==> src/rtl/systolic_writeback.sv <==
// Receives K-wide result rows into a small FIFO and writes them one word per cycle to
// OUTPUT_BASE + row_idx*K + col. Define WRITEBACK_RELU_EN to write negative elements as 0.
module systolic_writeback #(
  parameter int          DATA_WIDTH       = 32,
  parameter int          ADDR_WIDTH       = 32,
  parameter int          ARRAY_SIZE_K_MAX = 8,
  parameter logic [31:0] OUTPUT_BASE      = 32'h00003000,
  parameter int          FIFO_DEPTH       = 4
) (
  input  logic                                   clk,
  input  logic                                   rst,
  input  logic [31:0]                            M,
  input  logic [31:0]                            K,
  input  logic                                   row_valid,
  input  logic [31:0]                            row_idx,
  input  logic [DATA_WIDTH*ARRAY_SIZE_K_MAX-1:0] row_data,
  output logic                                   row_ready,
  output logic                                   mem_wr_en,
  output logic [ADDR_WIDTH-1:0]                  mem_addr,
  output logic [DATA_WIDTH-1:0]                  mem_data,
  output logic                                   done,
  output logic                                   overflow,
  output logic [1:0]                             dbg_state
);

  localparam int RW = DATA_WIDTH * ARRAY_SIZE_K_MAX;
  localparam int KW = $clog2(ARRAY_SIZE_K_MAX + 1);
  localparam int CW = (ARRAY_SIZE_K_MAX > 1) ? $clog2(ARRAY_SIZE_K_MAX) : 1;
  localparam int PW = (FIFO_DEPTH > 1) ? $clog2(FIFO_DEPTH) : 1;

  typedef enum logic [1:0] {IDLE = 2'd0, WRITE = 2'd1, DONE = 2'd2} state_t;

  state_t          state;
  logic [31:0]     m_reg;
  logic [KW-1:0]   k_reg;
  logic [KW-1:0]   k_clamped;
  logic [31:0]     rows_done;
  logic [31:0]     rows_next;
  logic [CW-1:0]   col;
  logic [RW-1:0]   cur_data;
  logic [31:0]     cur_idx;

  logic [RW-1:0]   fifo_data [FIFO_DEPTH];
  logic [31:0]     fifo_idx  [FIFO_DEPTH];
  logic [PW-1:0]   wr_ptr;
  logic [PW-1:0]   rd_ptr;
  logic [PW:0]     count;
  logic            full;
  logic            empty;
  logic            push;
  logic            pop;
  logic            last_col;

  logic [DATA_WIDTH-1:0] elems [ARRAY_SIZE_K_MAX];
  logic [DATA_WIDTH-1:0] elem;
  logic [DATA_WIDTH-1:0] elem_out;
  logic [ADDR_WIDTH-1:0] addr_next;

  // Handshake: a row transfers on any posedge where row_valid && row_ready; row_ready
  // depends only on the registered fill count, so it never combinationally follows row_valid.
  assign full      = (count == (PW+1)'(FIFO_DEPTH));
  assign empty     = (count == '0);
  assign row_ready = !full;
  assign push      = row_valid && row_ready;
  assign dbg_state = state;

  assign k_clamped = (K > 32'(ARRAY_SIZE_K_MAX)) ? KW'(ARRAY_SIZE_K_MAX) : KW'(K);
  assign rows_next = rows_done + 32'd1;
  assign last_col  = (KW'(col) == k_reg - KW'(1));

  // Reaching M rows has priority over popping, so surplus rows are never written.
  always_comb begin
    pop = 1'b0;
    if (!empty) begin
      if (state == IDLE && rows_done != m_reg)
        pop = 1'b1;
      else if (state == WRITE && last_col && rows_next != m_reg)
        pop = 1'b1;
    end
  end

  for (genvar j = 0; j < ARRAY_SIZE_K_MAX; j++) begin : g_elem
    assign elems[j] = cur_data[j*DATA_WIDTH +: DATA_WIDTH];
  end

  assign elem      = elems[col];
  assign addr_next = ADDR_WIDTH'(OUTPUT_BASE) + ADDR_WIDTH'(cur_idx) * ADDR_WIDTH'(k_reg)
                   + ADDR_WIDTH'(col);

`ifdef WRITEBACK_RELU_EN
  assign elem_out = elem[DATA_WIDTH-1] ? '0 : elem;
`else
  assign elem_out = elem;
`endif

  always_ff @(posedge clk) begin
    if (push) begin
      fifo_data[wr_ptr] <= row_data;
      fifo_idx[wr_ptr]  <= row_idx;
    end
  end

  always_ff @(posedge clk) begin
    if (rst) begin
      wr_ptr   <= '0;
      rd_ptr   <= '0;
      count    <= '0;
      overflow <= 1'b0;
    end else begin
      if (push) wr_ptr <= wr_ptr + PW'(1);
      if (pop)  rd_ptr <= rd_ptr + PW'(1);
      case ({push, pop})
        2'b10:   count <= count + 1'b1;
        2'b01:   count <= count - 1'b1;
        default: count <= count;
      endcase
      if (row_valid && !row_ready) overflow <= 1'b1;
    end
  end

  always_ff @(posedge clk) begin
    if (rst) begin
      state     <= IDLE;
      m_reg     <= M;
      k_reg     <= k_clamped;
      rows_done <= '0;
      col       <= '0;
      cur_data  <= '0;
      cur_idx   <= '0;
      mem_wr_en <= 1'b0;
      mem_addr  <= '0;
      mem_data  <= '0;
      done      <= 1'b0;
    end else begin
      mem_wr_en <= 1'b0;
      mem_addr  <= '0;
      mem_data  <= '0;
      case (state)
        IDLE: begin
          if (rows_done == m_reg) begin
            state <= DONE;
          end else if (!empty) begin
            // An empty row (K=0) is consumed here and still counts toward M.
            if (k_reg == '0) begin
              rows_done <= rows_next;
            end else begin
              cur_data <= fifo_data[rd_ptr];
              cur_idx  <= fifo_idx[rd_ptr];
              col      <= '0;
              state    <= WRITE;
            end
          end
        end
        WRITE: begin
          mem_wr_en <= 1'b1;
          mem_addr  <= addr_next;
          mem_data  <= elem_out;
          if (last_col) begin
            rows_done <= rows_next;
            if (rows_next == m_reg) begin
              state <= DONE;
            end else if (!empty) begin
              cur_data <= fifo_data[rd_ptr];
              cur_idx  <= fifo_idx[rd_ptr];
              col      <= '0;
            end else begin
              state <= IDLE;
            end
          end else begin
            col <= col + CW'(1);
          end
        end
        DONE: begin
          done <= 1'b1;
        end
        default: begin
          state <= IDLE;
        end
      endcase
    end
  end

endmodule

==> config.mk <==
export PLATFORM = sky130hd
export DESIGN_NAME = systolic_writeback
export DESIGN_NICKNAME = d
export VERILOG_FILES = /design/src/rtl/systolic_writeback.sv
export SDC_FILE = /design/constraint.sdc
export NUM_CORES = 2
export LEC_CHECK = 0
export CORE_MARGIN = 3
export CORE_UTILIZATION = 42
export CTS_CLUSTER_DIAMETER = 50
export CTS_CLUSTER_SIZE = 28
export DETAILED_ROUTE_END_ITERATION = 8
export PLACE_DENSITY = 0.68
export SETUP_SLACK_MARGIN = 0.3
export SYNTH_ARGS = -nofsm -noshare
export SYNTH_HDL_FRONTEND = slang
export SYNTH_SLANG_ARGS = --single-unit
==> constraint.sdc <==
create_clock -name clk -period 15.1 [get_ports clk]
set_input_delay 3.02 -clock clk [delete_from_list [all_inputs] [get_ports clk]]
set_output_delay 3.02 -clock clk [all_outputs]
set_load 0.01 [all_outputs]
# Yosys cells after proc, flatten, opt, wreduce, memory -nomap -nowiden
# Memory sizes are Yosys's and may differ from the RTL's. A register that Yosys moved wholly into a read port is not among the register bits.
# Cells that the tools add are included.
totals:
  regBits: 435
  mem_bits_rw: 1152
  in_bits: 355
  output_inout_bits: 70
  wordCells: 117
  n_memories: 2
memory_table:
  columns: ["memory", "depth", "word_bits", "rd", "rd_ports_with_merged_regs", "wr", "line_no", "source"]
  rows:
  - ["fifo_data", 4, 256, 1, 1, 1, "43", "logic [RW-1:0] fifo_data [FIFO_DEPTH];"]
  - ["fifo_idx", 4, 32, 1, 1, 1, "44", "logic [31:0] fifo_idx [FIFO_DEPTH];"]
op_classes:
  addsub: 9
  mul: 1
  magnitude_cmp: 2
  n_eq_ne: 22
  n_mux: 47
  bitwise_logic: 3
  reduce_logical: 16
op_table:
  columns: ["op", "count"]
  rows:
  - ["$mux W256", 6]
  - ["$pmux W256 S2", 1]
  - ["$mux W32", 12]
  - ["$pmux W32 S2", 2]
  - ["$bmux W32 S3", 1]
  - ["$eq A32 B32 Y1", 2]
  - ["$ne A32 B32 Y1", 2]
  - ["$add A14 B32 Y32 const A", 1]
  - ["$add A32 B1 Y32 const B", 1]
  - ["$add A32 B3 Y32", 1]
  - ["$gt A32 B4 Y1 const B", 1]
  - ["$mul A32 B4 Y32", 1]
  - ["$mux W2", 10]
  - ["$mux W3", 6]
  - ["$ne A2 B2 Y1 const B", 6]
  - ["$pmux W3 S2", 2]
  - ["$reduce_and A5 Y1", 2]
  - ["$ne A3 B3 Y1 const B", 3]
  - ["$reduce_and A7 Y1", 1]
  - ["$add A3 B1 Y3 const B", 2]
  - ["$mux W1", 6]
  - ["$ne A3 B2 Y1 const B", 2]
  - ["$pmux W2 S3", 1]
  - ["$reduce_and A6 Y1", 1]
  - ["18 further kinds", 27]

# Logic depth before layout (Yosys ltp)
logic_depth:
  word_depth: 9
  depth_mapped: 19
  depth_no_buf: 17

# Least setup slack after synthesis
# No wires, ideal clock.
synth_timing:
  kind: "input port to flip-flop"
  from: "in row_valid"
  to: "mem fifo_data[0][0] in the netlist's numbering, enable pin"
  setup_ns: 0.688
  arrival_ns: 9.622
  required_ns: 14.412
  path_slack_ns: 4.790
  cell_stages: 1
  path_buffers: 0
  path_cell_list: "and3_1"
synth_between:
  elab_chain_len: 3
synth_lines:
  columns: ["element", "line_no", "source"]
  rows:
  - ["start: declaration", "14", "input logic row_valid,"]
  - ["$logic_and A1 B1 Y1", "64", "assign push = row_valid && row_ready;"]
  - ["$mux W1", "97", "if (push) begin"]
  - ["$mux W1 (not written as such)", "98", "fifo_data[wr_ptr] <= row_data;"]
  - ["end: declaration", "43", null]
# Every way passes these cells.

# Worst setup path after layout
layout_timing:
  from: "in row_valid"
  to: "mem fifo_data[3][203] in the netlist's numbering, enable pin"
# The elaborated chain is that of the path after synthesis.

==> impl_summary.txt <==
----------------------------------------------------
[STA]
  Highest Clock Rate ... roughly 150 MHz
  Final count of negative-setup-slack endpoints ... 0
  Worst slew pin tran ... between 1 and 1.5 ns
  Clock Skew ... between 0.04 and 0.05 ns
  Share of the cycle needed by the critical path after routing ... between 40 and 50%
  Clock period minus final worst setup slack ... 6.53 ns
  Max transition margin ... slightly below 8%
  Worst Hold Margin ... 0.450 ns
  Aggregate negative setup slack ... 0 ns
  Total count of hold-check failures in the final report ... 0
  Max-slew violation count ... 0
  Setup repair after global routing missed its margin ... no

[Clock network]
  Depth of the CTS H-tree ... 4
  Post-CTS clock slew at the launch and capture registers of the worst setup and hold paths ... approximately 0.07 ns
  Total of hold buffers inserted after clock tree synthesis ... 0
  Clk sinks ... around 1,600
  Buffer cell driving the clock tree root ... sky130_fd_sc_hd__clkbuf_16
  Post-cts resize count ... 0
  TritonCTS clock tree ... yes
  Max clock buf depth ... 3
  Clock insertion delay at the later pin of the skew report ... approximately 0.78 ns
  Number of buffers inserted during clock tree synthesis ... about 130
  Setup bufs post-CTS ... 0

[Drt]
  Routed wire per std cell ... between 20 and 25 µm
  Final routed wirelength across all metal layers ... 155 mm
  DRC violation total after the first TritonRoute iteration ... approximately 3,300
  Drc violations ... 0
  Detailed-route vias per instance ... ~5.4
  Routed Antenna Nets ... 0
  Length of the first detailed-routing pass in iterations ... 5
  Number of vias in the routed layout ... ~35,000

[Logic synthesis]
  Prevailing post-synth register cell ... sky130_fd_sc_hd__edfxtp_1
  Post-synth net total ... roughly 4,500
  Cell area after synthesis ... 62,900 µm²
  Library cells used by synthesis ... a little over 60
  Post-synth EDFFs ... approximately 1,200
  Synth Register Bits ... between 1,500 and 2,000
  Average size of a mapped cell ... 15.9 µm²
  Count of yosys warnings during synthesis ... 0
  Part of the Yosys area used for sequential elements ... between 60 and 70%
  Synthesized instance count ... 3,967
  Async set-or-reset flop fraction in the synthesized netlist ... 0%

[Worst setup path]
  End of the worst register-to-register path ... cur_data[60]
  Number of cell instances on the worst register-to-register path ... 11
  Critical path start-end classification ... primary input to register
  Worst setup path startpoint ... row_valid
  Startpoint type of the worst setup path ... primary input
  Register-to-Register Setup Slack ... 9.44 ns
  Highest net fanout along the worst path ... 69
  Crit end category ... register
  CP Data Required Time ... between 15 and 20 ns
  Data arrival time at the worst-slack endpoint ... ~6.9 ns
  Startpoint of the worst-slack reg-to-reg timing path ... k_reg[0]

[GRT]
  Total GRT Usage ... 20.1%
  Wire length of the first global-routing pass ... ~230 mm
  Total global routing overflow ... 0
  Largest net degree at the start of global routing ... about 220
  Vias in the first global route ... approximately 34,000
  Initial antenna violation count ... 77

[Power]
  Power density over cell area ... between 150 and 200 nW/µm²
  VDD IR max ... between 0.0003 and 0.0004 V
  Power, Total ... 12.7 mW
  Leakage power total ... around 24 nW

[Floorplanning]
  Initial Utilization ... 42.4%
  Core region area ... between 100,000 and 150,000 µm²
  Die extent in x ... 393 µm
  Die footprint ... between 150,000 and 200,000 µm²
  Row cnt ... roughly 140
  Die H ... 393 µm
  Top-level port count ... approximately 430

[Placement]
  Routability-driven placement congestion ratio ... roughly 0.86
  Quantity of I/O buffers inserted on ports ... 424
  Placed wire-length estimate after detailed placement ... roughly 100 mm

[Run]
  Max-Cap Viols ... 0

[Cells and area]
  Register name with the most flops ... fifo_data
  Fin nets ... around 4,800
  Number of fill cells in the layout ... 12,300
  Synth-to-Final Area Change ... 17.3%
  Max FFs per register ... between 1,000 and 1,500
  Largest registers in the final layout ... fifo_data x1024, cur_data x256, fifo_idx x128
  Fraction of layout instances using a drive strength above 1 ... roughly 14%

[Worst hold path]
  Worst Hold Depth ... 2
  Startpoint of the tightest hold check path ... cur_data[173]
  WHS Endpoint ... cur_data[173]
  Hold crit path type ... register to register

[Status]
  Run status ... finished, final reports clean

----------------------------------------------------
==> area by class of cell <==
type	instances	area [µm²]	share of cell area (%)
Antenna cell	36	90.1	0.122
Timing Repair Buffer	456	4600	6.23
Clock inverter	94	1120	1.51
Tap cell	2002	2500	3.39
Inverter	43	161	0.219
Multi-Input combinational cell	2111	18100	24.6
Clock buffer	151	3500	4.74
Sequential cell	1589	43700	59.2
==> through the flow <==
stage	instance area [µm²]	setup slack (ns)	utilization [%]	instances
floorplan	62900	4.79	-	3967
global placement	69100	7.74	46.6	6201
detailed placement	69100	7.73	46.6	6201
CTS	73800	8.56	49.7	6446
global route	73800	8.37	49.7	6454
finish	73800	8.57	49.8	6482
==> per-layer routing <==
metal | vias up | GRT usage [%] | share of wire [%]
met2 | 1148 | 30.8 | 46
met5 | - | 0 | 0.13
li1 | 15700 | - | -
met3 | 254 | 6.27 | 9.0
met1 | 17800 | 27.7 | 42
met4 | 30 | 6.14 | 2.5
==> worst max-delay path, stage by stage <==
cell,delay [ns]
sky130_fd_sc_hd__clkdlybuf4s50_1,0.61
sky130_fd_sc_hd__and3_4,0.59
sky130_fd_sc_hd__buf_4,0.62
sky130_fd_sc_hd__buf_4,0.86
sky130_fd_sc_hd__buf_4,0.95
==> cells by family after synthesis <==
kind of cell | Yosys count | synth area share [%]
and+or+nand+nor | 1065 | 7.31
DFF | 1589 | 69.4
muxes | 358 | 12.7
xor gates and xnor gates | 113 | 1.57
buffers and inverters | 267 | 1.77
AOI/OAI and AO/OA | 444 | 3.90
adders and majority gates | 131 | 3.31
==> cell usage in the layout (no fill, tap or decap), types with 9 or more instances in the layout <==
| master | instances |
|---|---|
| sky130_fd_sc_hd__mux4_2 | 352 |
| sky130_fd_sc_hd__clkbuf_16 | 137 |
| sky130_fd_sc_hd__fa_1 | 59 |
| sky130_fd_sc_hd__inv_8 | 16 |
| sky130_fd_sc_hd__and2_1 | 98 |
| sky130_fd_sc_hd__nand4_1 | 20 |
| sky130_fd_sc_hd__nand2_1 | 707 |
| sky130_fd_sc_hd__xor2_1 | 35 |
| sky130_fd_sc_hd__a21oi_1 | 346 |
| sky130_fd_sc_hd__clkdlybuf4s50_1 | 423 |
| sky130_fd_sc_hd__and3_1 | 9 |
| sky130_fd_sc_hd__inv_6 | 19 |
| sky130_fd_sc_hd__dfxtp_1 | 396 |
| sky130_fd_sc_hd__clkinv_4 | 13 |
| sky130_fd_sc_hd__clkinv_8 | 11 |
| sky130_fd_sc_hd__nor3_1 | 27 |
| sky130_fd_sc_hd__clkinvlp_4 | 10 |
| sky130_fd_sc_hd__ha_1 | 72 |
| sky130_fd_sc_hd__nor2_1 | 109 |
| sky130_fd_sc_hd__clkbuf_1 | 12 |
| sky130_fd_sc_hd__xnor2_1 | 78 |
| sky130_fd_sc_hd__a21o_1 | 10 |
| sky130_fd_sc_hd__buf_12 | 9 |
| sky130_fd_sc_hd__buf_4 | 23 |
| sky130_fd_sc_hd__nand3_1 | 23 |
| sky130_fd_sc_hd__nor4_1 | 16 |
| sky130_fd_sc_hd__diode_2 | 36 |
| sky130_fd_sc_hd__or3_1 | 14 |
| sky130_fd_sc_hd__o21ai_0 | 19 |
| sky130_fd_sc_hd__edfxtp_1 | 1188 |
| sky130_fd_sc_hd__inv_1 | 42 |
==> cells in the mapped netlist, drive strengths merged (3+ instances only) <==
master / n / share of area [%]
a211o: 5 / 0.070
a211oi: 9 / 0.13
a21boi: 4 / 0.048
a21o: 10 / 0.12
a21oi: 346 / 2.8
a22oi: 4 / 0.048
a31oi: 6 / 0.060
and2: 98 / 0.97
and3: 13 / 0.13
and4: 4 / 0.056
buf: 55 / 0.50
clkbuf: 169 / 1.0
dfxtp: 401 / 13
edfxtp: 1188 / 57
fa: 59 / 1.9
ha: 72 / 1.4
inv: 42 / 0.25
mux2i: 5 / 0.080
mux4: 352 / 13
nand2: 707 / 4.2
nand2b: 6 / 0.060
nand3: 23 / 0.18
nand3b: 3 / 0.036
nand4: 20 / 0.20
nor2: 109 / 0.65
nor2b: 4 / 0.040
nor3: 27 / 0.21
nor3b: 5 / 0.060
nor4: 16 / 0.16
o211ai: 5 / 0.060
o21a: 8 / 0.095
o21ai: 19 / 0.15
o31ai: 7 / 0.083
or2: 4 / 0.040
or3: 14 / 0.14
or4: 7 / 0.083
xnor2: 78 / 1.1
xor2: 35 / 0.49
==> how the worst max path moves through the flow <==
stage | slack, ns | endpoint
detailed placement | 7.73 | fifo_data[3][77]
global placement | 7.74 | fifo_data[3][107]
floorplan | 4.79 | fifo_data[0][0]
global route | 8.37 | fifo_data[3][203]
CTS | 8.56 | fifo_data[3][232]
finish | 8.57 | fifo_data[3][203]
==> report_power, final <==
group / leakage (nW) / switching (mW) / total [mW] / internal (mW)
sequential: 14.2 / 0.351 / 5.73 / 5.38
clock: 2.22 / 1.71 / 3.60 / 1.88
combinational: 7.61 / 1.90 / 3.33 / 1.43
total: 24.0 / 3.96 / 12.7 / 8.69
(Power assumes the default switching activity.)
